$ cat src/rtl/frame_seq_ctrl.sv
// frame_seq_ctrl: loads one frame of bytes from the UART rx FIFO into the frame RAM, then replays it to the UART tx FIFO.
// Latency: LOAD moves 1 byte/cycle while the rx FIFO has data; SEND moves 1 byte per 2 cycles (RAM read, then push).
// Backpressure: rx_empty stalls LOAD and tx_full stalls SEND_WR indefinitely, with address held; btn_tick is ignored while busy.
// Build option: define FRAME_SEQ_INVERT_EN to transmit the bitwise inverse of each stored byte (8'hFF - x).
module frame_seq_ctrl #(
  parameter int ADDR_W    = 8,
  parameter int FRAME_LEN = 256
) (
  input  logic              clk,
  input  logic              reset,
  input  logic              btn_tick,
  input  logic              rx_empty,
  input  logic [7:0]        rx_data,
  output logic              rd_uart,
  output logic              ram_we,
  output logic [ADDR_W-1:0] ram_addr,
  output logic [7:0]        ram_wdata,
  input  logic [7:0]        ram_rdata,
  input  logic              tx_full,
  output logic              wr_uart,
  output logic [7:0]        tx_data,
  output logic              busy,
  output logic              done_tick
);

  // Index of the final byte; with FRAME_LEN = 2^ADDR_W this is all-ones,
  // so the counter never needs to wrap inside a frame.
  localparam logic [ADDR_W-1:0] LAST_IDX = ADDR_W'(FRAME_LEN - 1);

  typedef enum logic [2:0] {
    IDLE    = 3'd0,
    LOAD    = 3'd1,
    SEND_RD = 3'd2,
    SEND_WR = 3'd3,
    DONE    = 3'd4
  } state_t;

  state_t            state_q, state_d;
  logic [ADDR_W-1:0] cnt_q, cnt_d;

  // State and byte counter registers; reset aborts any frame in flight.
  always_ff @(posedge clk) begin
    if (reset) begin
      state_q <= IDLE;
      cnt_q   <= '0;
    end else begin
      state_q <= state_d;
      cnt_q   <= cnt_d;
    end
  end

  // Next-state and strobe decode; all strobes are single-cycle by construction.
  always_comb begin
    state_d   = state_q;
    cnt_d     = cnt_q;
    rd_uart   = 1'b0;
    ram_we    = 1'b0;
    wr_uart   = 1'b0;
    done_tick = 1'b0;
    case (state_q)
      IDLE: begin
        if (btn_tick) begin
          state_d = LOAD;
          cnt_d   = '0;
        end
      end
      LOAD: begin
        // Pop and write in the same cycle: the FIFO head byte goes straight into RAM.
        if (!rx_empty) begin
          rd_uart = 1'b1;
          ram_we  = 1'b1;
          if (cnt_q == LAST_IDX) begin
            state_d = SEND_RD;
            cnt_d   = '0;
          end else begin
            cnt_d = cnt_q + 1'b1;
          end
        end
      end
      SEND_RD: begin
        // Address is presented this cycle; RAM data appears in SEND_WR.
        state_d = SEND_WR;
      end
      SEND_WR: begin
        // Address stays put while stalled, so ram_rdata remains valid.
        if (!tx_full) begin
          wr_uart = 1'b1;
          if (cnt_q == LAST_IDX) begin
            state_d = DONE;
          end else begin
            cnt_d   = cnt_q + 1'b1;
            state_d = SEND_RD;
          end
        end
      end
      DONE: begin
        done_tick = 1'b1;
        state_d   = IDLE;
        cnt_d     = '0;
      end
      default: begin
        state_d = IDLE;
        cnt_d   = '0;
      end
    endcase
  end

  assign ram_addr  = cnt_q;
  assign ram_wdata = rx_data;
  assign busy      = (state_q != IDLE);

`ifdef FRAME_SEQ_INVERT_EN
  assign tx_data = 8'hFF - ram_rdata;
`else
  assign tx_data = ram_rdata;
`endif

endmodule

$ cat config.mk
export PLATFORM = sky130hd
export DESIGN_NAME = frame_seq_ctrl
export DESIGN_NICKNAME = d
export VERILOG_FILES = /design/src/rtl/frame_seq_ctrl.sv
export SDC_FILE = /design/constraint.sdc
export NUM_CORES = 1
export LEC_CHECK = 0
export CORE_MARGIN = 8
export CORE_UTILIZATION = 55
export CTS_CLUSTER_SIZE = 28
export DETAILED_ROUTE_END_ITERATION = 10
export DONT_BUFFER_PORTS = 1
export PLACE_DENSITY = 0.7
export SLEW_MARGIN = 20
export SYNTH_ARGS = -nofsm -noshare
export SYNTH_HDL_FRONTEND = slang
export SYNTH_SLANG_ARGS = --single-unit
$ cat constraint.sdc
create_clock -name clk -period 2.4 [get_ports clk]
set_input_delay 0.48 -clock clk [delete_from_list [all_inputs] [get_ports clk]]
set_output_delay 0.48 -clock clk [all_outputs]
set_load 0.01 [all_outputs]
; Yosys cells after proc, flatten, opt, wreduce, memory -nomap -nowiden
; Index checks and enable logic that the tools add are counted.
[classes]
n_addsub = 1
eq_ne = 10
n_mux = 17
n_bitwise = 1
n_reduce_logical = 4
[ops]
columns = operator, count
row1 = 8-bit 2-to-1 mux, 5
row2 = 8-bit one-hot mux with 4 select lines, 1
row3 = 3-bit 2-to-1 mux, 5
row4 = 3-bit one-hot mux with 4 select lines, 1
row5 = "2-bit != test, second input constant", 5
row6 = "8-bit by 1-bit adder with 8-bit output, second input constant", 1
row7 = "8-bit == test, second input constant", 1
row8 = "3-bit by 2-bit == test with 1-bit output, second input constant", 2
row9 = 1-bit 2-to-1 mux, 5
row10 = 5-bit AND reduction, 1
row11 = 4-bit AND reduction, 1
row12 = "3-bit by 1-bit == test with 1-bit output, second input constant", 1
row13 = "3-bit == test, second input constant", 1
row14 = 3-bit logical NOT, 1
row15 = 3-bit nonzero test, 1
row16 = 1-bit inverter, 1
[word_totals]
regBits = 11
inputBits = 21
output_inout_bits = 29
elab_cells = 35

; Depth between registers and ports, before layout
; Gate-level depths: netlist of the first run.
[logic_depth]
ltp_word = 4
ltp_mapped = 5
mapped_depth_nobuf = 5

; Least setup slack after synthesis of the first run
; OpenSTA, ideal clock, no wires.
[synth_path]
path_kind = register to register
startpoint = register cnt_q[0] (netlist: ram_addr[0])
endpoint = register state_q[1]
setup_time_ns = 0.058
arrival_ns = 1.754
required_time_ns = 2.342
slack_ns = 0.587
stages_incl_launch_ff = 6
path_buffers = 0
cell_sequence = dfxtp_1 -> ha_1 -> nand4_4 -> or4_1 -> a2111o_1 -> nand2_1
[synth_between]
elab_chain_len = 4
elab_cells_between_ends = 6
cone_classes = 2 x eq/ne / 3 x mux / 1 x reduce/logical
[synth_lines]
columns = item, line_no
row1 = from (decl), 39  ; logic [ADDR_W-1:0] cnt_q, cnt_d;
row2 = from (signal assigned), 48  ; cnt_q <= cnt_d;
row3 = 8-bit == test *, "72, 88"
row4 = 3-bit 2-to-1 mux, 88  ; if (cnt_q == LAST_IDX) begin
row5 = 3-bit 2-to-1 mux, 86  ; if (!tx_full) begin
row6 = 3-bit one-hot mux with 4 select lines, 60  ; case (state_q)
row7 = to (signal assigned), 47  ; state_q <= state_d;
row8 = to (decl), 38  ; state_t state_q, state_d;
; Mark *: on every way between the ends. The rest lies on a longest branch, timed or not. The select of a mux whose other input is x is not followed.
; A chain may end at the register's enable or synchronous reset.

; Worst setup path in the final report of the first run
; Ends and elaborated chain as after synthesis.

==> reports/summary.txt, run 1 <==
max-cap viol count -> 0
ys async rst share -> 0
Critical-path top delay cell -> or4_1
initial antenna violation count -> 0
gr usage total -> 0.129
YS warnings -> 0
Cell Chain, Critical Path -> ha_1 -> nand4_4 -> or4_1 -> a2111o_1 -> nand2_1
Post-Route Skew -> 0.00583 ns
I/O Pins -> 50
fin nets -> 108
width of the chip -> 54.6 um
sequential share of power -> 0.539
Core Rows -> 14
most common cell after layout, fill and taps aside -> dfxtp_1
worst setup margin -> 0.412 ns
period utilisation layout -> 0.828
maximum VDD drop -> 0.000265 V
H-tree lvl count -> 1
cell-internal power -> 0.262 mW
Iteration-0 DRC Markers -> 35
final hold violation count -> 0
Worst setup endpoint -> state_q[1]$_SDFFE_PP0P_
CTS resizes -> 0
Vias -> 715
flops & latches, synth -> 11
CTS tree -> built
Cell variety after synth -> 40
Max-slew headroom -> 0.575
Worst-Margin Slew -> 0.633 ns
WHS -> 0.273 ns
drt drc -> 0
power per cell area -> 477 nW/um^2
Syn-to-layout area delta -> -10.2%
syn avg cell area -> 8.29 sq um
Max Root-Sink Buffers -> 2
PortBufs -> 0
post-synthesis cell count -> 99
ys flop type -> dfxtp_1
final setup fails -> 0
Hold Buf Count CTS -> 0
Net Switching -> 0.0895 mW
vias in the first global route -> 686
sequential-to-total area share from yosys stat -> 0.268
slowest stage delay, CP -> 0.51 ns
Comb power frac -> 0.101
Final Routed Wirelength -> 1840 um
layout cells sized above 1 -> 0.129
FMAX -> 0.503 GHz
RSZ-0062 raised after global routing -> false
leakage power -> 0.247 nW
Sw Ratio -> 0.255
startpoint types -> flop
crit end category -> flop
part of the power in the clock network -> 0.360
CP required -> 2.62 ns
Post-synth EDFFs -> 0
critical path type -> reg2reg
n_diodes -> 0
cell family with most CP delay -> simple AND/OR/NAND/NOR gates
WP buf/inv -> 0
fin area -> 737 sq um
total gr overflow -> 0
class of the worst hold path -> in2reg
status -> finished, final reports clean
worst slack at placement -> 0.420 ns
fill count -> 152
crit-path max FO -> 8
pin count of the biggest net entering global routing -> 14
Die Ht -> 54.6 um
clk_lat worst skew -> 0.27 ns
Critical Path Source -> ram_addr[0]$_SDFFE_PP0P_
Post-Syn Nets -> 121
FF-to-FF setup slack -> 0.41 ns
final slew viol count -> 0
Initial Util -> 0.565
DIE AREA -> 2980 sq um
Post-Syn Area -> 821 sq um
Clock Sinks -> 11
Root Buffer -> clkbuf_4
R2R Path End -> state_q[1]$_SDFFE_PP0P_
hpwl dp -> 1370 um
Reg-to-Reg Start -> ram_addr[0]$_SDFFE_PP0P_
final cell count without fillers -> 101
setup tns final -> 0 ns
Antenna Nets Post-Route -> 0
most frequent cells in the layout -> 11 x dfxtp_1, 6 x nor2_1, 6 x inv_1, 5 x nand3_1
Core Region -> 1450 sq um
Post-DP Area -> 711 sq um
R2R depth -> 5
CTS buffer count -> 3
routability cong. -> 0.883
Crit path depth -> 5
first-pass GRT wire length -> 2910 um
vias per cell -> 7.08
DP Cell Count -> 97
postcts setup bufs -> 0
WL/cell -> 18.2 um
Critical Path AT -> 2.21 ns
post-route minimum period -> 1.99 ns
Pre-antenna DRT Iters -> 4
Clock transition at path regs -> 0.07 ns
## flip-flops by register name, summed over array words and instances, names as in the netlist
| register | flops |
|---|---|
| ram_addr | 8 |
| state_q | 3 |
## through the flow
step / util / power (mW)
after detailed placement: 0.489 / 0.229
final: 0.507 / 0.352
after CTS: 0.507 / 0.352
after global routing: 0.507 / 0.365
after global placement: 0.489 / 0.229
after floorplan: - / 0.249
## final cells by class
cell class              instances  area, sq um  area share
multi-input cells              63          440       0.598
repair buffers                  1         7.51      0.0102
flip-flops and latches         11          220       0.299
well taps                      16         20.0      0.0272
inverters                       6         22.5      0.0306
clock buffers                   4         26.3      0.0357
## cell families after synthesis
kind of cell / after synthesis / synth area share
AO/OA/AOI/OAI: 24 / 0.226
multiplexers: 1 / 0.0122
flip-flops: 11 / 0.268
adder cells (fa/ha/maj): 1 / 0.0152
buffers and inverters: 25 / 0.195
AND/OR/NAND/NOR: 37 / 0.284
## worst reg2reg max path: cells and delay by family, from the launching register on
kind                       cells  cell delay, ns
adders and majority gates      1            0.32
and+or+nand+nor                3            0.74
DFF                            1            0.47
AOI/OAI and AO/OA              1            0.42
## how the worst min path moves through the flow
stage / from / to / slack, ns / cells after the start
after floorplan: state_q[0]$_SDFFE_PP0P_ / state_q[0]$_SDFFE_PP0P_ / 0.53 / 1
after global routing: reset / ram_addr[0]$_SDFFE_PP0P_ / 0.27 / 1
final: reset / ram_addr[0]$_SDFFE_PP0P_ / 0.27 / 1
after CTS: reset / ram_addr[0]$_SDFFE_PP0P_ / 0.27 / 1
after detailed placement: reset / ram_addr[0]$_SDFFE_PP0P_ / 0.55 / 1
after global placement: reset / ram_addr[0]$_SDFFE_PP0P_ / 0.56 / 1
## power groups by stage
| stage | Sequential, mW | Clock (mW) | Combinational [mW] |
|---|---|---|---|
| 2_1_floorplan | 0.193 | 0 | 0.0561 |
| 3_3_place_gp | 0.194 | 0 | 0.0351 |
| 3_5_place_dp | 0.194 | 0 | 0.0350 |
| 4_1_cts | 0.190 | 0.128 | 0.0353 |
| 5_1_grt | 0.190 | 0.135 | 0.0399 |
| 6_report | 0.190 | 0.127 | 0.0356 |
## Yosys cell counts, types with 2 or more instances
| master | instances | area [sq um] |
|---|---|---|
| buf_4 | 17 | 128 |
| dfxtp_1 | 11 | 220 |
| inv_1 | 6 | 22.5 |
| nor2_1 | 6 | 22.5 |
| nand3_1 | 5 | 25.0 |
| nor3_1 | 4 | 20.0 |
| o21ai_0 | 4 | 20.0 |
| or4_1 | 4 | 30.0 |
| nand2_1 | 3 | 11.3 |
| o211ai_1 | 3 | 22.5 |
| a21boi_0 | 2 | 15.0 |
| a2bb2oi_1 | 2 | 17.5 |
| buf_2 | 2 | 10.0 |
| nand2b_1 | 2 | 12.5 |
| o31ai_1 | 2 | 15.0 |
| or2_2 | 2 | 12.5 |
## metal layers
layer,vias to the layer above,global-route usage,wire [um]
met4,0,0.0820,55
li1,334,-,-
met5,-,0,0
met3,9,0.0435,254
met2,41,0.191,826
met1,331,0.157,705
(Power assumes the default switching activity.)
==> run 2: changes to the inputs <==
CORE_UTILIZATION = 54   (was 55)
PLACE_DENSITY = 0.72   (was 0.7)
clock period = 1.72 ns   (was 2.4 ns; I/O delays follow)
==> run 2 against run 1 <==
  * Design area grew 18%
  * Largest cell class unchanged
  * Highest routed layer unchanged
  * Global-route usage grew 1.8 points
  * Non-clock buffer count grew 14
==> reports/summary.txt, run 2 (synthesis results as in run 1) <==
status -> finished, final reports clean
initial antenna violation count -> 0 (unchanged)
fill count -> 147 (-3.3%)
Max Root-Sink Buffers -> 2 (unchanged)
vias in the first global route -> 699 (+1.9%)
fin nets -> 122 (+13%)
worst slack at placement -> 0.0586 ns (-0.361 ns)
Clock Sinks -> 11 (unchanged)
Die Ht -> 55.0 um (+0.65%)
Post-Route Skew -> 0.00523 ns (-0.000598 ns)
n_diodes -> 0 (unchanged)
maximum VDD drop -> 0.000375 V (+41%)
CTS buffer count -> 3 (unchanged)
Core Region -> 1470 sq um (+1.2%)
FMAX -> 0.615 GHz (+22%)
Max-slew headroom -> 0.717 (+0.142)
worst hold path depth -> 1 (unchanged)
Final Core Density -> 0.593 (+0.0858)
worst setup margin -> 0.0930 ns (-0.319 ns)
clk_lat worst skew -> 0.28 ns (about the same)
final setup fails -> 0 (unchanged)
final slew viol count -> 0 (unchanged)
RSZ-0062 raised after global routing -> false
most common cell after layout, fill and taps aside -> buf_4
width of the chip -> 55.0 um (+0.65%)
Worst-Margin Slew -> 0.422 ns (-0.211 ns)
leakage power -> 0.321 nW (+30%)
critical path type -> reg2reg
Largest register FFs -> 8 (unchanged)
Final Routed Wirelength -> 2050 um (+11%)
CTS tree -> built
max-cap viol count -> 0 (unchanged)
Initial Util -> 0.558 (-0.00672)
Root Buffer -> clkbuf_4
Core Rows -> 14 (unchanged)
FF-to-FF setup slack -> 0.09 ns (-0.32 ns)
post-route minimum period -> 1.63 ns (-0.361 ns)
gr usage total -> 0.148 (+0.0182)
pin count of the biggest net entering global routing -> 14 (unchanged)
most frequent cells in the layout -> 15 x buf_4, 7 x dfxtp_1, 6 x nor2_1, 6 x inv_1, 5 x nand3_1
DIE AREA -> 3020 sq um (+1.3%)
Syn-to-layout area delta -> 6.25%
routability cong. -> 0.956 (+8.3%)
PortBufs -> 0 (unchanged)
class of the worst hold path -> in2reg
Antenna Nets Post-Route -> 0 (unchanged)
hpwl dp -> 1650 um (+20%)
Critical Path AT -> 1.85 ns (-0.36 ns)
CP required -> 1.94 ns (-0.68 ns)
layout cells sized above 1 -> 0.333 (+0.204)
startpoint types -> flop
period utilisation layout -> 0.946 (+0.118)
Vias -> 724 (+1.3%)
crit end category -> flop
Pre-antenna DRT Iters -> 4 (unchanged)
H-tree lvl count -> 1 (unchanged)
WL/cell -> 17.8 um (-2.3%)
Iteration-0 DRC Markers -> 11 (-69%)
drt drc -> 0 (unchanged)
first-pass GRT wire length -> 3320 um (+14%)
crit-path max FO -> 5 (-3)
power per cell area -> 585 nW/um^2 (+23%)
final hold violation count -> 0 (unchanged)
R2R depth -> 5 (unchanged)
I/O Pins -> 50 (unchanged)
setup tns final -> 0 ns (unchanged)
vias per cell -> 6.30 (-11%)
Clock transition at path regs -> 0.08 ns (about the same)
Hold Buf Count CTS -> 0 (unchanged)
WHS -> 0.127 ns (-0.146 ns)
total gr overflow -> 0 (unchanged)
[run 2: changes by cell type in the layout (fill, tap and decap cells not counted), sizes merged]
cell  change
buf      +14
[run 2: through the flow]
step	total power, mW	instances	instance area (sq um)
2_1_floorplan	0.349	99	836
3_3_place_gp	0.328	111	831
3_5_place_dp	0.328	111	831
4_1_cts	0.514	115	857
5_1_grt	0.539	115	872
6_report	0.510	115	872
[run 2: worst max-delay path, stage by stage (launching register included)]
cell      delay [ns]
dfxtp_2         0.35
ha_4            0.16
nand4_4         0.10
or4_1           0.48
a2111o_1        0.42
nand2_1         0.06
[run 2: where the power goes]
| part | internal, mW | total [mW] | switching (mW) |
|---|---|---|---|
| Clock | 0.0901 | 0.186 | 0.0956 |
| Combinational | 0.0246 | 0.0611 | 0.0365 |
| Sequential | 0.259 | 0.264 | 0.00494 |
| Total | 0.373 | 0.510 | 0.137 |
[run 2: final cells by class]
class,count,area (sq um),area share
repair buffers,15,113,0.129
multi-input cells,63,465,0.534
inverters,6,22.5,0.0258
flip-flops and latches,11,225,0.258
clock buffers,4,26.3,0.0301
well taps,16,20.0,0.0230
[run 2: final timing paths]
| check | start | to |
|---|---|---|
| setup / recovery | ram_addr[0]$_SDFFE_PP0P_ | state_q[1]$_SDFFE_PP0P_ |
| hold / removal | reset | ram_addr[0]$_SDFFE_PP0P_ |
| setup reg to reg | ram_addr[0]$_SDFFE_PP0P_ | state_q[1]$_SDFFE_PP0P_ |
| hold reg to reg | state_q[0]$_SDFFE_PP0P_ | state_q[0]$_SDFFE_PP0P_ |
[run 2: timing repair]
| item | in CTS | in global routing |
|---|---|---|
| setup endpoints to repair | 0 | 8 |
| buffers inserted | 0 | 0 |
| gates resized for setup | 0 | 5 |
[run 2: per-layer routing]
layer	global-route usage	routed length, um	vias to the layer above
met2	0.228	916	41
met3	0.102	292	7
met1	0.163	809	322
met5	0	0	-
met4	0.0360	30	0
li1	-	-	354
==> run 3: changes to the inputs <==
CORE_MARGIN = default   (was 8)
RECOVER_POWER = 25   (was default)
==> run 3 against run 2 <==
  * Via count up 7.6%
  * Largest cell class unchanged
  * Sequential power about the same
  * Fmax shrank 2.2%
  * Sequential cell count unchanged
  * Final cell count grew 2.6%
  * Power grew 1.5%
  * Critical path depth is the same
  * Combinational power rose by 9.8%
==> reports/summary.txt, run 3 (synthesis results as in run 1) <==
final cell count without fillers -> 118 (+2.6%)
status -> finished, final reports clean
first-pass GRT wire length -> 2750 um (-17%)
worst hold path depth -> 1 (unchanged)
fin area -> 895 sq um (+2.6%)
worst slack at placement -> 0.0620 ns (+0.00339 ns)
Die Ht -> 41.0 um (-25%)
Max-slew headroom -> 0.722 (+0.00545)
Iteration-0 DRC Markers -> 18 (+7)
I/O Pins -> 50 (unchanged)
post-route minimum period -> 1.66 ns (+0.0365 ns)
vias per cell -> 6.60 (+4.9%)
period utilisation layout -> 0.967 (+0.0212)
CP required -> 1.95 ns (about the same)
Hold Buf Count CTS -> 0 (unchanged)
width of the chip -> 41.0 um (-25%)
DIE AREA -> 1680 sq um (-44%)
pin count of the biggest net entering global routing -> 14 (unchanged)
CTS buffer count -> 3 (unchanged)
critical path type -> reg2reg
initial antenna violation count -> 0 (unchanged)
power per cell area -> 579 nW/um^2 (-1.0%)
Max Root-Sink Buffers -> 2 (unchanged)
Pre-antenna DRT Iters -> 4 (unchanged)
Root Buffer -> clkbuf_4
final hold violation count -> 0 (unchanged)
final setup fails -> 0 (unchanged)
WHS -> 0.121 ns (-0.00618 ns)
fin nets -> 126 (+3.3%)
hpwl dp -> 1390 um (-16%)
Initial Util -> 0.608 (+0.0501)
routability cong. -> 0.898 (-6.1%)
Antenna Nets Post-Route -> 0 (unchanged)
leakage power -> 0.335 nW (+4.2%)
max-cap viol count -> 0 (unchanged)
Final Core Density -> 0.663 (+0.0700)
class of the worst hold path -> in2reg
clk_lat worst skew -> 0.28 ns (about the same)
Clock Sinks -> 11 (unchanged)
Core Region -> 1350 sq um (-8.2%)
R2R depth -> 5 (unchanged)
CTS tree -> built
crit end category -> flop
final slew viol count -> 0 (unchanged)
Post-DP Area -> 815 sq um (-2.0%)
vias in the first global route -> 600 (-14%)
Critical Path AT -> 1.89 ns (+0.04 ns)
Power, Total -> 0.518 mW (+1.5%)
Final Routed Wirelength -> 1980 um (-3.6%)
WL/cell -> 16.7 um (-6.1%)
total gr overflow -> 0 (unchanged)
Post-Route Skew -> 0.00560 ns (+0.000367 ns)
Vias -> 779 (+7.6%)
setup tns final -> 0 ns (unchanged)
FMAX -> 0.601 GHz (-2.2%)
H-tree lvl count -> 1 (unchanged)
Clock transition at path regs -> 0.08 ns (about the same)
most common cell after layout, fill and taps aside -> buf_4
Core Rows -> 13 (-1)
layout cells sized above 1 -> 0.330 (-0.00324)
drt drc -> 0 (unchanged)
Syn-to-layout area delta -> 8.99%
DP Cell Count -> 108 (-2.7%)
most frequent cells in the layout -> 19 x buf_4, 9 x dfxtp_1, 6 x nor2_1, 6 x inv_1, 5 x nand3_1
crit-path max FO -> 5 (unchanged)
Worst-Margin Slew -> 0.413 ns (-0.00878 ns)
RSZ-0062 raised after global routing -> true
Largest register FFs -> 8 (unchanged)
n_diodes -> 0 (unchanged)
gr usage total -> 0.255 (+0.108)
startpoint types -> flop
maximum VDD drop -> 0.000383 V (+2.2%)
worst setup margin -> 0.0566 ns (-0.0365 ns)
PortBufs -> 0 (unchanged)
[run 3: cell count changes in the layout (fill, tap and decap cells not counted)]
cell	before	now
dfxtp_1	7	9
mux2i_1	0	1
o21ai_0	4	3
dfxtp_2	4	2
mux2i_2	1	0
buf_4	15	19
o21ai_1	1	2
[run 3: cell type report]
| cell class | count | area, sq um |
|---|---|---|
| flip-flops and latches | 11 | 223 |
| repair buffers | 19 | 143 |
| inverters | 6 | 22.5 |
| fillers | 117 | 455 |
| multi-input cells | 63 | 462 |
| clock buffers | 4 | 26.3 |
| well taps | 15 | 18.8 |
[run 3: critical path, stage by stage, from the launching register on]
cell	delay [ns]
dfxtp_2	0.35
ha_4	0.15
nand4_4	0.10
or4_1	0.54
a2111o_1	0.41
nand2_1	0.06
[run 3: final timing paths]
check | from | to | slack [ns]
max | ram_addr[1]$_SDFFE_PP0P_ | state_q[1]$_SDFFE_PP0P_ | 0.06
min | reset | ram_addr[0]$_SDFFE_PP0P_ | 0.12
max reg2reg | ram_addr[1]$_SDFFE_PP0P_ | state_q[1]$_SDFFE_PP0P_ | 0.06
min reg2reg | ram_addr[0]$_SDFFE_PP0P_ | ram_addr[1]$_SDFFE_PP0P_ | 0.60
[run 3: per-layer routing]
metal / wire [um] / track usage / vias up
met2: 843 / 0.348 / 41
li1: - / - / 363
met3: 193 / 0.0924 / 23
met1: 837 / 0.333 / 352
met4: 102 / 0.158 / 0
met5: 0 / 0 / -
[run 3: timing repair]
action / in CTS / in global routing
buffers inserted: 0 / 6
endpoints found under the setup margin: 0 / 7
endpoints found under the hold margin: 0 / 0
resized for setup: 0 / 3
[run 3: where the power goes]
part | total, mW | switching (mW) | internal [mW]
Sequential | 0.263 | 0.00503 | 0.258
Combinational | 0.0671 | 0.0380 | 0.0290
Clock | 0.188 | 0.0975 | 0.0902
